[src/rtl/uart_pkg.sv]
// Shared UART definitions: receiver FSM states and frame constants.
package uart_pkg;

   localparam int UART_DATA_BITS = 8;

   typedef enum logic [2:0] {
      ST_IDLE,
      ST_START,
      ST_DATA,
      ST_PARITY,
      ST_STOP
   } rx_state_e;

   // Parity mismatch test for a received data byte and its parity bit.
   function automatic logic parity_bad(
      input logic [UART_DATA_BITS-1:0] data,
      input logic                      pbit,
      input logic                      odd
   );
      return ((^data) ^ pbit) != odd;
   endfunction

endpackage

[src/rtl/uart_sync.sv]
// Multi-flop synchroniser for the asynchronous serial line, idling high.
module uart_sync #(
   parameter int STAGES = 2
) (
   input  logic clk_i,
   input  logic rst_ni,
   input  logic d_i,
   output logic q_o
);

   logic [STAGES-1:0] sync_q;

   always_ff @(posedge clk_i or negedge rst_ni) begin
      if (!rst_ni) begin
         sync_q <= '1;
      end else begin
         sync_q[0] <= d_i;
         for (int i = 1; i < STAGES; i++) begin
            sync_q[i] <= sync_q[i-1];
         end
      end
   end

   assign q_o = sync_q[STAGES-1];

endmodule

[src/rtl/uart_rx_core.sv]
// UART receiver: mid-bit sampling of 8N1/8P1 frames with a valid/ready
// output register and one-cycle framing, parity and overrun pulses.
module uart_rx_core
   import uart_pkg::*;
#(
   parameter int DIV_W       = 16,
   parameter int SYNC_STAGES = 2
) (
   input  logic             clk_i,
   input  logic             rst_ni,
   input  logic             rx_en_i,
   input  logic [DIV_W-1:0] clks_per_bit_i,
   input  logic             parity_en_i,
   input  logic             parity_odd_i,
   input  logic             rx_i,
   input  logic             rx_ready_i,
   output logic [7:0]       rx_data_o,
   output logic             rx_valid_o,
   output logic             rx_start_o,
   output logic             frame_err_o,
   output logic             parity_err_o,
   output logic             overrun_o
);

   localparam logic [2:0]       LAST_BIT = 3'(UART_DATA_BITS - 1);
   localparam logic [DIV_W-1:0] ONE      = DIV_W'(1);
   localparam logic [DIV_W-1:0] MIN_CPB  = DIV_W'(2);

   logic                      rxs;
   logic                      rxs_q;
   rx_state_e                 state_q;
   logic [DIV_W-1:0]          cpb_q;
   logic [DIV_W-1:0]          cnt_q;
   logic [2:0]                bit_q;
   logic [UART_DATA_BITS-1:0] shift_q;
   logic                      pbit_q;
   logic                      par_seen_q;

   logic [DIV_W-1:0]          cpb_eff;
   logic [DIV_W-1:0]          half_m1;
   logic                      start_edge;
   logic                      sample;
   logic                      can_load;

   uart_sync #(
      .STAGES(SYNC_STAGES)
   ) u_sync (
      .clk_i (clk_i),
      .rst_ni(rst_ni),
      .d_i   (rx_i),
      .q_o   (rxs)
   );

   // A divisor below 2 would leave no room for a half-bit offset.
   assign cpb_eff    = (clks_per_bit_i < MIN_CPB) ? MIN_CPB : clks_per_bit_i;
   assign half_m1    = (cpb_q >> 1) - ONE;
   assign start_edge = rxs_q & ~rxs;
   assign can_load   = ~rx_valid_o | rx_ready_i;

   always_comb begin
      sample = 1'b0;
      unique case (1'b1)
         state_q == ST_START: sample = (cnt_q == half_m1);
         state_q == ST_DATA,
         state_q == ST_PARITY,
         state_q == ST_STOP:  sample = (cnt_q == cpb_q - ONE);
         default:             sample = 1'b0;
      endcase
   end

   always_ff @(posedge clk_i or negedge rst_ni) begin
      if (!rst_ni) begin
         state_q      <= ST_IDLE;
         rxs_q        <= 1'b1;
         cpb_q        <= '0;
         cnt_q        <= '0;
         bit_q        <= '0;
         shift_q      <= '0;
         pbit_q       <= 1'b0;
         par_seen_q   <= 1'b0;
         rx_data_o    <= '0;
         rx_valid_o   <= 1'b0;
         rx_start_o   <= 1'b0;
         frame_err_o  <= 1'b0;
         parity_err_o <= 1'b0;
         overrun_o    <= 1'b0;
      end else begin
         rxs_q        <= rxs;
         frame_err_o  <= 1'b0;
         parity_err_o <= 1'b0;
         overrun_o    <= 1'b0;

         if (rx_valid_o && rx_ready_i) begin
            rx_valid_o <= 1'b0;
         end

         if (!rx_en_i) begin
            state_q    <= ST_IDLE;
            rx_start_o <= 1'b0;
            cnt_q      <= '0;
            bit_q      <= '0;
         end else begin
            unique case (state_q)
               ST_IDLE: begin
                  if (start_edge) begin
                     state_q    <= ST_START;
                     cpb_q      <= cpb_eff;
                     cnt_q      <= '0;
                     bit_q      <= '0;
                     par_seen_q <= 1'b0;
                     rx_start_o <= 1'b1;
                  end
               end

               ST_START: begin
                  if (sample) begin
                     cnt_q <= '0;
                     if (rxs) begin
                        state_q    <= ST_IDLE;
                        rx_start_o <= 1'b0;
                     end else begin
                        state_q <= ST_DATA;
                     end
                  end else begin
                     cnt_q <= cnt_q + ONE;
                  end
               end

               ST_DATA: begin
                  if (sample) begin
                     cnt_q   <= '0;
                     shift_q <= {rxs, shift_q[UART_DATA_BITS-1:1]};
                     bit_q   <= bit_q + 3'd1;
                     if (bit_q == LAST_BIT) begin
                        state_q <= parity_en_i ? ST_PARITY : ST_STOP;
                     end
                  end else begin
                     cnt_q <= cnt_q + ONE;
                  end
               end

               ST_PARITY: begin
                  if (sample) begin
                     cnt_q      <= '0;
                     pbit_q     <= rxs;
                     par_seen_q <= 1'b1;
                     state_q    <= ST_STOP;
                  end else begin
                     cnt_q <= cnt_q + ONE;
                  end
               end

               ST_STOP: begin
                  if (sample) begin
                     cnt_q        <= '0;
                     state_q      <= ST_IDLE;
                     rx_start_o   <= 1'b0;
                     frame_err_o  <= ~rxs;
                     parity_err_o <= par_seen_q &
                                     parity_bad(shift_q, pbit_q, parity_odd_i);
                     // Errored bytes are still delivered; only a full
                     // output register drops the byte.
                     if (can_load) begin
                        rx_data_o  <= shift_q;
                        rx_valid_o <= 1'b1;
                     end else begin
                        overrun_o <= 1'b1;
                     end
                  end else begin
                     cnt_q <= cnt_q + ONE;
                  end
               end

               default: begin
                  state_q    <= ST_IDLE;
                  rx_start_o <= 1'b0;
                  cnt_q      <= '0;
               end
            endcase
         end
      end
   end

endmodule

[config.mk]
export PLATFORM = sky130hd
export DESIGN_NAME = uart_rx_core
export DESIGN_NICKNAME = d
export VERILOG_FILES = /design/src/rtl/uart_pkg.sv /design/src/rtl/uart_sync.sv /design/src/rtl/uart_rx_core.sv
export SDC_FILE = /design/constraint.sdc
export NUM_CORES = 1
export LEC_CHECK = 0
export ABC_CLOCK_PERIOD_IN_PS = 4850
export CAP_MARGIN = 40
export CORE_MARGIN = 1
export CORE_UTILIZATION = 45
export CTS_CLUSTER_DIAMETER = 50
export CTS_CLUSTER_SIZE = 24
export DETAILED_ROUTE_END_ITERATION = 12
export DONT_BUFFER_PORTS = 1
export GPL_TIMING_DRIVEN = 1
export SYNTH_ARGS = -nofsm -noshare
export SYNTH_HDL_FRONTEND = slang
export SYNTH_HIERARCHICAL = 1
export SYNTH_SLANG_ARGS = --single-unit
[constraint.sdc]
create_clock -name clk_i -period 4.85 [get_ports clk_i]
set_clock_uncertainty 0.15 [all_clocks]
set_input_delay 0.7275 -clock clk_i [delete_from_list [all_inputs] [get_ports clk_i]]
set_output_delay 0.7275 -clock clk_i [all_outputs]
set_load 0.02 [all_outputs]
After elaboration in Yosys (flattened, before gate mapping)

Index checks and enable logic that the tools add are counted.

Eq/ne operators: 19
Bitwise operators: 6
Order comparisons: 1
Add/subtract/negate cells: 4
Reduce and logical (&&, ||, !) cells: 15
Mux-type cells: 44

Operator list:

| cell                                                   | number |
|---|---|
| two-way mux 16 bit                                     | 4 |
| two-way mux 3 bit                                      | 11 |
| == test 16 bit                                         | 2 |
| one-hot mux 16 bit (2 select lines)                    | 1 |
| two-way mux 1 bit                                      | 22 |
| adder 16 x 1 -> 16 bit (second input constant)         | 1 |
| < comparator 16 x 2 -> 1 bit (second input constant)   | 1 |
| subtractor 15 x 1 -> 16 bit (second input constant)    | 1 |
| subtractor 16 x 1 -> 16 bit (second input constant)    | 1 |
| inequality test 3 bit (second input constant)          | 5 |
| one-hot mux 3 bit (5 select lines)                     | 1 |
| AND reduction 3 bit                                    | 4 |
| AND reduction 4 bit                                    | 2 |
| XOR reduction 8 bit                                    | 1 |
| == test 3 x 2 -> 1 bit (second input constant)         | 2 |
| == test 3 bit (second input constant)                  | 2 |
| inequality test 2 bit (second input constant)          | 3 |
| inequality test 3 x 2 -> 1 bit (second input constant) | 2 |
| one-hot mux 3 bit (2 select lines)                     | 1 |
| AND reduction 6 bit                                    | 1 |
| AND reduction 5 bit                                    | 1 |
| one-hot mux 1 bit (2 select lines)                     | 2 |
| one-hot mux 1 bit (4 select lines)                     | 1 |
| OR reduction 4 bit                                     | 1 |
| 14 further kinds                                       | 16 |

Output and inout bits: 13
Word-level logic and storage cells: 104
Input bits: 23
Register bits after elaboration: 64

Depth between registers and ports, before layout

Gate-level depths: netlist (run 1).

Word-level depth: 7
Gate-level depth with buffers: 19

By module

The synthesis (run 1) kept the hierarchy.

Modules (own cells, without submodules):

| module       | area each (sq um) | times used | cells an instance | sequential area each (sq um) |
|---|---|---|---|---|
| uart_rx_core | 4286.6            | 1          | 494               | 1552.7 |
| uart_sync    | 52.6              | 1          | 2                 | 52.6 |

Worst setup path after synthesis (run 1)

No wires, ideal clock.

Kind: register to register
Start: register state_q[1]
End: register rx_data_o[0]
Slack: 0.685 ns
Period minus slack after synthesis: 4.165 ns
Arrival: 3.890 ns
Cell stages (with the launch flop): 19
Path through: dfrtp_1 -> buf_6 -> or3b_4 -> buf_6 -> clkbuf_1 -> nand3_1 -> and2_1 -> ha_1 -> nand2b_1 -> nor3_1 -> nand3_1 -> or2_2 -> o31ai_1 -> o311ai_0 -> or4b_1 -> buf_2 -> or3_1 -> buf_6 -> mux2_4

Word-level cells in the longest chain between the ends: 4

RTL lines:

| item                                           | RTL line            | RTL |
|---|---|---|
| start, declared                                | uart_rx_core.sv:31  | `rx_state_e state_q;` |
| start signal, assigned                         | uart_rx_core.sv:135 | `state_q <= parity_en_i ? ST_PARITY : ST_STOP;` |
| == test 3 x 2 -> 1 bit (tied with other cells) | uart_rx_core.sv:64  | `state_q == ST_DATA,` |
| OR reduction 3 bit                             | uart_rx_core.sv:62  | `unique case (1'b1)` |
| one-hot mux 1 bit (2 select lines)             | uart_rx_core.sv:62  |  |
| AND reduction 4 bit (no line) (*)              | n/a                 |  |
| end signal, assigned                           | uart_rx_core.sv:164 | `rx_data_o <= shift_q;` |
| end, declared                                  | uart_rx_core.sv:17  | `output logic [7:0] rx_data_o,` |

Mark *: on every way between the ends. The rest lies on a longest branch, timed or not.
A chain may end at the register's enable or synchronous reset.

Worst setup path after layout (run 1)

Start: register state_q[2]
End: register rx_data_o[0]

The elaborated chain is that of the path after synthesis.

==> summary.md, run 1 <==
| Metric | Value |
|---|---|
| Status | complete, no violations |
| RSZ-0062 raised after global routing | no |
| Avg Cell Area, Syn | 8.75 um2 |
| CP max FO | 13 |
| CP required | 4.94 ns |
| Leading cell types in the layout, fill and taps excluded | 61 x nand2_1, 61 x dfrtp_1, 31 x nand3_1 |
| Layout cells sized above 1 | 12.5% |
| Hold/Removal Path Class | in2async |
| Leakage Power | 2.03 nW |
| Core ar. | 0.00928 mm2 |
| FFs w/ async S/R, synth | 100% |
| Clock Sinks | 64 |
| Buf+Inv Stages, Crit Path | 1 |
| VDD IR max | 0.000157 V |
| Clk buf depth | 2 |
| PD cells | 317 mW/mm2 |
| Final Non-Filler Cells | 624 |
| Starting Density | 46.7% |
| Levels on crit path | 11 |
| Placed Cells | 607 |
| First-pass GRT wire length | 18,600 um |
| Setup tns final | 0 ns |
| Syn_nets | 523 |
| Worst path slowest cell | or4b_1 |
| Final ANT Viol Nets | 0 |
| Final Hold Fails | 0 |
| Die W | 100 um |
| Residual DRC count | 0 |
| Register area share after synthesis | 37.0% |
| Vias | 3,809 |
| Synth cell types | 67 |
| Slew headroom | 43.2% |
| Setup bufs post-CTS | 0 |
| Wire per inst | 18.2 um |
| WS Path Type | reg2reg |
| Design Area, Final | 0.00466 mm2 |
| Worst R2R Setup Slack | 0.33 ns |
| Hold WS | 0.0639 ns |
| Achievable Freq | 221 MHz |
| GRT overflow | 0 |
| Initial DRT Pass Iterations | 6 |
| Setup violators final | 0 |
| Post-detail-place hpwl | 8200 um |
| Post-Syn Instances | 496 |
| Nets@finish | 517 |
| Post-synth EDFFs | 0 |
| I/O pin count | 36 |
| H-Tree Depth | 3 |
| Worst Setup Start Kind | register |
| Die H | 100 um |
| Final wirelength | 11,300 um |
| CP arrival | 4.61 ns |
| Synth Flop Type | dfrtp_1 |
| Tot GR Track Use | 24.1% |
| Minimum clock period | 4.52 ns |
| Max-Cap Viols | 0 |
| Critical path endpoint category | register |
| Crit path max-delay family | simple AND/OR/NAND/NOR gates |
| Dpl cell area | 0.00445 mm2 |
| Initial antenna violation count | 0 |
| Number of global-route vias before repair | 3,660 |
| Synth Warn # | 6 |
| Slowest stage delay, CP | 0.65 ns |
| Num rows | 35 |
| Worst slew pin tran | 0.850 ns |
| CTS Buf Count | 9 |
| DR iter-0 viols | 289 |
| Crit-path cells | nor3b_2, buf_4, or3_1, a2111oi_4, nand4_1, a221oi_1, xnor2_1, nand4bb_1, or4b_1, or3_4, mux2_4 |
| RePlAce Congestion | 0.931 |
| Final period util | 93.1% |
| Clock-pin slew on the worst setup and hold paths | 0.08 ns |
| Skew-Pair Late Insertion Delay | 0.35 ns |
| Drt via density | 6.10 |
| CTS tree | built |
| Area growth, synth to finish | 7.32% |
| Final Power | 0.00147 W |
| # diodes | 0 |
| Largest net degree at the start of global routing | 62 |
| Root buf cell | clkbuf_8 |
| Flops & latches, synth | 64 |
| Worst reg2reg path depth | 11 |
| I/O Buffers | 0 |
| Max-slew violation count | 0 |
| Die ar. | 0.0100 mm2 |
| Synth Cell Area | 0.00434 mm2 |
## through the flow
step | utilization [%] | setup WS (ns)
after floorplan | - | 0.685
after global placement | 48.0 | 0.238
after detailed placement | 48.0 | 0.176
after CTS | 50.1 | 0.169
after global routing | 50.2 | 0.108
final | 50.2 | 0.334
## final timing paths
check / startpoint / endpoint
worst min-delay path: rst_ni / u_sync/sync_q[1]
worst max-delay path: state_q[2] / rx_data_o[0]
worst max register to register: state_q[2] / rx_data_o[0]
max in group asynchronous: rst_ni / cnt_q[1]
min in group clk_i: u_sync/sync_q[0] / u_sync/sync_q[1]
worst min register to register: u_sync/sync_q[0] / u_sync/sync_q[1]
## final cells by class
class | count | area (um2)
inverter | 19 | 71.3
sequential | 64 | 1610
fill | 889 | 4630
clock buffer | 9 | 124
clock inverter | 7 | 47.5
timing repair buffer | 12 | 110
tap | 129 | 161
multi-input combinational | 384 | 2540
## what timing repair did
action | 4_1_cts | 5_1_grt
hold buffers | 1 | 0
setup endpoints to repair | 0 | 8
gates resized for setup | 0 | 1
endpoints found under the hold margin | 61 | 0
## cell families after synthesis
| family | after synthesis | synth area share [%] |
|---|---|---|
| compound gates | 121 | 19.3 |
| xor+xnor | 21 | 4.24 |
| fa+ha+maj | 4 | 1.15 |
| buf+inv | 48 | 4.79 |
| flops | 64 | 37.0 |
| mux | 25 | 6.98 |
| simple gates | 213 | 26.5 |
## routing by layer
layer,up-vias,wire length (um),global-route usage [%]
met2,125,5220,38.1
met3,23,594,4.11
met1,1855,5240,32.8
li1,1806,-,-
met5,-,0,0
met4,0,286,9.70
## Yosys cell counts, types with 10 or more instances
cell type	n	area share, %
a21oi_1	25	2.9
and3_1	17	2.5
clkbuf_1	20	1.7
dfrtp_1	61	35
inv_1	19	1.6
mux2_2	10	2.6
nand2_1	61	5.3
nand2b_1	10	1.4
nand3_1	31	3.6
nor2_1	21	1.8
nor3_1	13	1.5
o21ai_0	29	3.3
xnor2_1	19	3.8
## flip-flops by register name, indices dropped and copies added, names as in the netlist
name	flops
frame_err_o	1
bit_q	3
parity_err_o	1
rx_data_o	8
state_q	3
pbit_q	1
shift_q	8
overrun_o	1
rxs_q	1
rx_valid_o	1
cnt_q	16
u_sync/sync_q	2
rx_start_o	1
cpb_q	16
par_seen_q	1
## power by group
| group | internal (W) | leakage, nW | switching [W] |
|---|---|---|---|
| Sequential | 0.000568 | 0.856 | 0.0000713 |
| Combinational | 0.000176 | 1.09 | 0.000241 |
| Clock | 0.000185 | 0.0854 | 0.000232 |
| Total | 0.000929 | 2.03 | 0.000545 |
No activity file was read; power rests on OpenSTA's default activity.
==> inputs of run 2 (changes only) <==
--- a/config.mk
+++ b/config.mk
@@ -7,7 +7,7 @@
 export LEC_CHECK = 0
 export ABC_CLOCK_PERIOD_IN_PS = 4850
 export CAP_MARGIN = 40
-export CORE_MARGIN = 1
+export CORE_MARGIN = 4
 export CORE_UTILIZATION = 45
 export CTS_CLUSTER_DIAMETER = 50
 export CTS_CLUSTER_SIZE = 24
==> run 2 against run 1 <==
  * Global-route usage decreased by 3.5 points
  * Worst hold slack better by 0.013 ns
  * Largest cell class unchanged
  * Via count is 0.60% lower
  * Register-to-register slack better by 0.02 ns
  * Clock power grew 16%
  * Wire length decreased by 1.9%
  * Clock-buffer cell count is the same
  * Highest routed layer unchanged
  * Utilization increased by 0.087 points
  * Maximum frequency rose by 0.50%
==> summary.md, run 2 (synthesized netlist as in run 1, its figures left out) <==
| Metric | Value |
|---|---|
| Status | complete, no violations (unchanged) |
| I/O Buffers | 0 (unchanged) |
| Clock-pin slew on the worst setup and hold paths | 0.08 ns (about the same) |
| Final Non-Filler Cells | 624 (unchanged) |
| Max-Cap Viols | 0 (unchanged) |
| Final period util | 92.7% (was 93.1%) |
| Worst r2r src | state_q[2] (unchanged) |
| I/O pin count | 36 (unchanged) |
| First-pass GRT wire length | 18,700 um (was 18,600 um) |
| Achievable Freq | 223 MHz (was 221 MHz) |
| Worst reg2reg path depth | 11 (unchanged) |
| DR iter-0 viols | 300 (was 289) |
| Setup tns final | 0 ns (unchanged) |
| Leakage Power | 2.05 nW (was 2.03 nW) |
| Core ar. | 0.00933 mm2 (was 0.00928 mm2) |
| Initial DRT Pass Iterations | 5 (was 6) |
| GRT overflow | 0 (unchanged) |
| Sw power | 0.000552 W (was 0.000545 W) |
| Final ANT Viol Nets | 0 (unchanged) |
| Skew-Pair Late Insertion Delay | 0.35 ns (about the same) |
| CTS tree | built (unchanged) |
| Die ar. | 0.0113 mm2 (was 0.0100 mm2) |
| Sw Ratio | 35.9% (was 37.0%) |
| Final Hold Fails | 0 (unchanged) |
| H-Tree Depth | 3 (unchanged) |
| Critical path endpoint category | register (unchanged) |
| Setup violators final | 0 (unchanged) |
| Wire per inst | 17.8 um (was 18.2 um) |
| Comb power frac | 26.9% (was 28.3%) |
| Die W | 106 um (was 100 um) |
| Regs by FF count | cnt_q (16), cpb_q (16) (unchanged) |
| Num rows | 35 (unchanged) |
| Placed Cells | 607 (unchanged) |
| Final wirelength | 11,100 um (was 11,300 um) |
| VDD IR max | 0.000179 V (was 0.000157 V) |
| Minimum clock period | 4.49 ns (was 4.52 ns) |
| Starting Density | 46.5% (was 46.7%) |
| Number of global-route vias before repair | 3,591 (was 3,660) |
| Clk buf depth | 2 (unchanged) |
| Post-detail-place hpwl | 8080 um (was 8200 um) |
| Residual DRC count | 0 (unchanged) |
| Area growth, synth to finish | 8.02% (was 7.32%) |
| Worst R2R Setup Slack | 0.36 ns (was 0.33 ns) |
| Buf+Inv Stages, Crit Path | 1 (unchanged) |
| Worst Setup Start Kind | register (unchanged) |
| Slowest stage delay, CP | 0.71 ns (was 0.65 ns) |
| Initial antenna violation count | 0 (unchanged) |
| CTS Buf Count | 9 (unchanged) |
| Layout cells sized above 1 | 12.5% (unchanged) |
| Seq pwr share | 41.7% (was 43.4%) |
| Slew headroom | 39.3% (was 43.2%) |
| Largest net degree at the start of global routing | 62 (unchanged) |
| Crit path max-delay family | simple AND/OR/NAND/NOR gates (unchanged) |
| Max-slew violation count | 0 (unchanged) |
| Die H | 106 um (was 100 um) |
| CP max FO | 15 (was 13) |
| Hold/Removal Path Class | in2async (unchanged) |
| CP required | 4.93 ns (was 4.94 ns) |
| Crit-path cells | buf_4, nand2b_1, nand3_1, and2_1, ha_1, xnor2_1, a2111oi_0, o311ai_0, or4b_1, or3_4, mux2_4 (was nor3b_2, buf_4, or3_1, a2111oi_4, nand4_1, a221oi_1, xnor2_1, nand4bb_1, or4b_1, or3_4, mux2_4) |
| Leading cell types in the layout, fill and taps excluded | 61 x nand2_1, 61 x dfrtp_1, 31 x nand3_1 (unchanged) |
| RePlAce Congestion | 0.939 (was 0.931) |
| Clock power frac | 31.4% (was 28.3%) |
| PD cells | 328 mW/mm2 (was 317 mW/mm2) |
| FF-to-FF End | rx_data_o[4] (was rx_data_o[0]) |
| Root buf cell | clkbuf_8 (unchanged) |
| RSZ-0062 raised after global routing | no (unchanged) |
| Vias | 3,786 (was 3,809) |
| Worst path slowest cell | or4b_1 (unchanged) |
| Nets@finish | 517 (unchanged) |
| Drt via density | 6.07 (was 6.10) |
| Clock Sinks | 64 (unchanged) |
| CP arrival | 4.58 ns (was 4.61 ns) |
| # diodes | 0 (unchanged) |
| Pint | 0.000987 W (was 0.000929 W) |
| WS Path Type | reg2reg (unchanged) |
| Tot GR Track Use | 20.6% (was 24.1%) |
| Worst slew pin tran | 0.908 ns (was 0.850 ns) |
## run 2: changes by cell type in the layout (fill, tap and decap cells not counted)
| cell | previous run | this run |
|---|---|---|
| clkinvlp_4 | 2 | 1 |
| inv_6 | 1 | 3 |
| clkinv_2 | 3 | 1 |
| a21boi_0 | 2 | 1 |
| bufinv_16 | 0 | 1 |
| a21boi_1 | 0 | 1 |
## run 2: how the worst max path moves through the flow
stage / startpoint / endpoint / slack [ns] / depth (start not counted)
3_5_place_dp: state_q[2] / rx_data_o[5] / 0.28 / 11
4_1_cts: state_q[2] / rx_data_o[4] / 0.26 / 11
3_3_place_gp: state_q[2] / rx_data_o[1] / 0.24 / 11
5_1_grt: state_q[2] / rx_data_o[7] / 0.16 / 11
2_1_floorplan: state_q[1] / rx_data_o[0] / 0.69 / 18
6_report: state_q[2] / rx_data_o[4] / 0.36 / 11
## run 2: through the flow
stage | util [%] | hold WS [ns] | worst slack (ns) | power [W] | cell area (um2)
floorplan | - | 0.195 | 0.685 | 0.000944 | 4340
global placement | 47.7 | 0.199 | 0.242 | 0.00104 | 4450
detailed placement | 47.7 | 0.197 | 0.276 | 0.00104 | 4450
CTS | 50.2 | 0.0665 | 0.259 | 0.00154 | 4680
global route | 50.2 | 0.0489 | 0.161 | 0.00164 | 4690
finish | 50.2 | 0.0769 | 0.356 | 0.00154 | 4690
## run 2: area by class of cell
type | instances | area, um2
multi-input cells | 384 | 2540
well taps | 129 | 161
inverters | 19 | 71.3
clock inverters | 7 | 77.6
clock buffers | 9 | 124
fillers | 920 | 4640
flip-flops and latches | 64 | 1610
repair buffers | 12 | 110
## run 2: per-layer routing
metal	vias up	wire length [um]	global-route usage, %
li1	1805	-	-
met1	1855	5180	28.8
met2	109	5150	31.8
met3	17	640	5.28
met4	0	158	5.46
met5	-	0	0
## run 2: repair_timing
item                                   CTS  global route
resized for setup                        0             2
hold buffers                             1             0
endpoints found under the hold margin   61             0
setup endpoints to repair                0             8
buffers inserted                         0             0
## run 2: power by group through the flow
stage | logic, W | registers [W] | clock network (W)
global route | 0.000462 | 0.000650 | 0.000526
CTS | 0.000409 | 0.000640 | 0.000496
detailed placement | 0.000393 | 0.000651 | 0
global placement | 0.000391 | 0.000649 | 0
finish | 0.000414 | 0.000642 | 0.000483
floorplan | 0.000337 | 0.000607 | 0
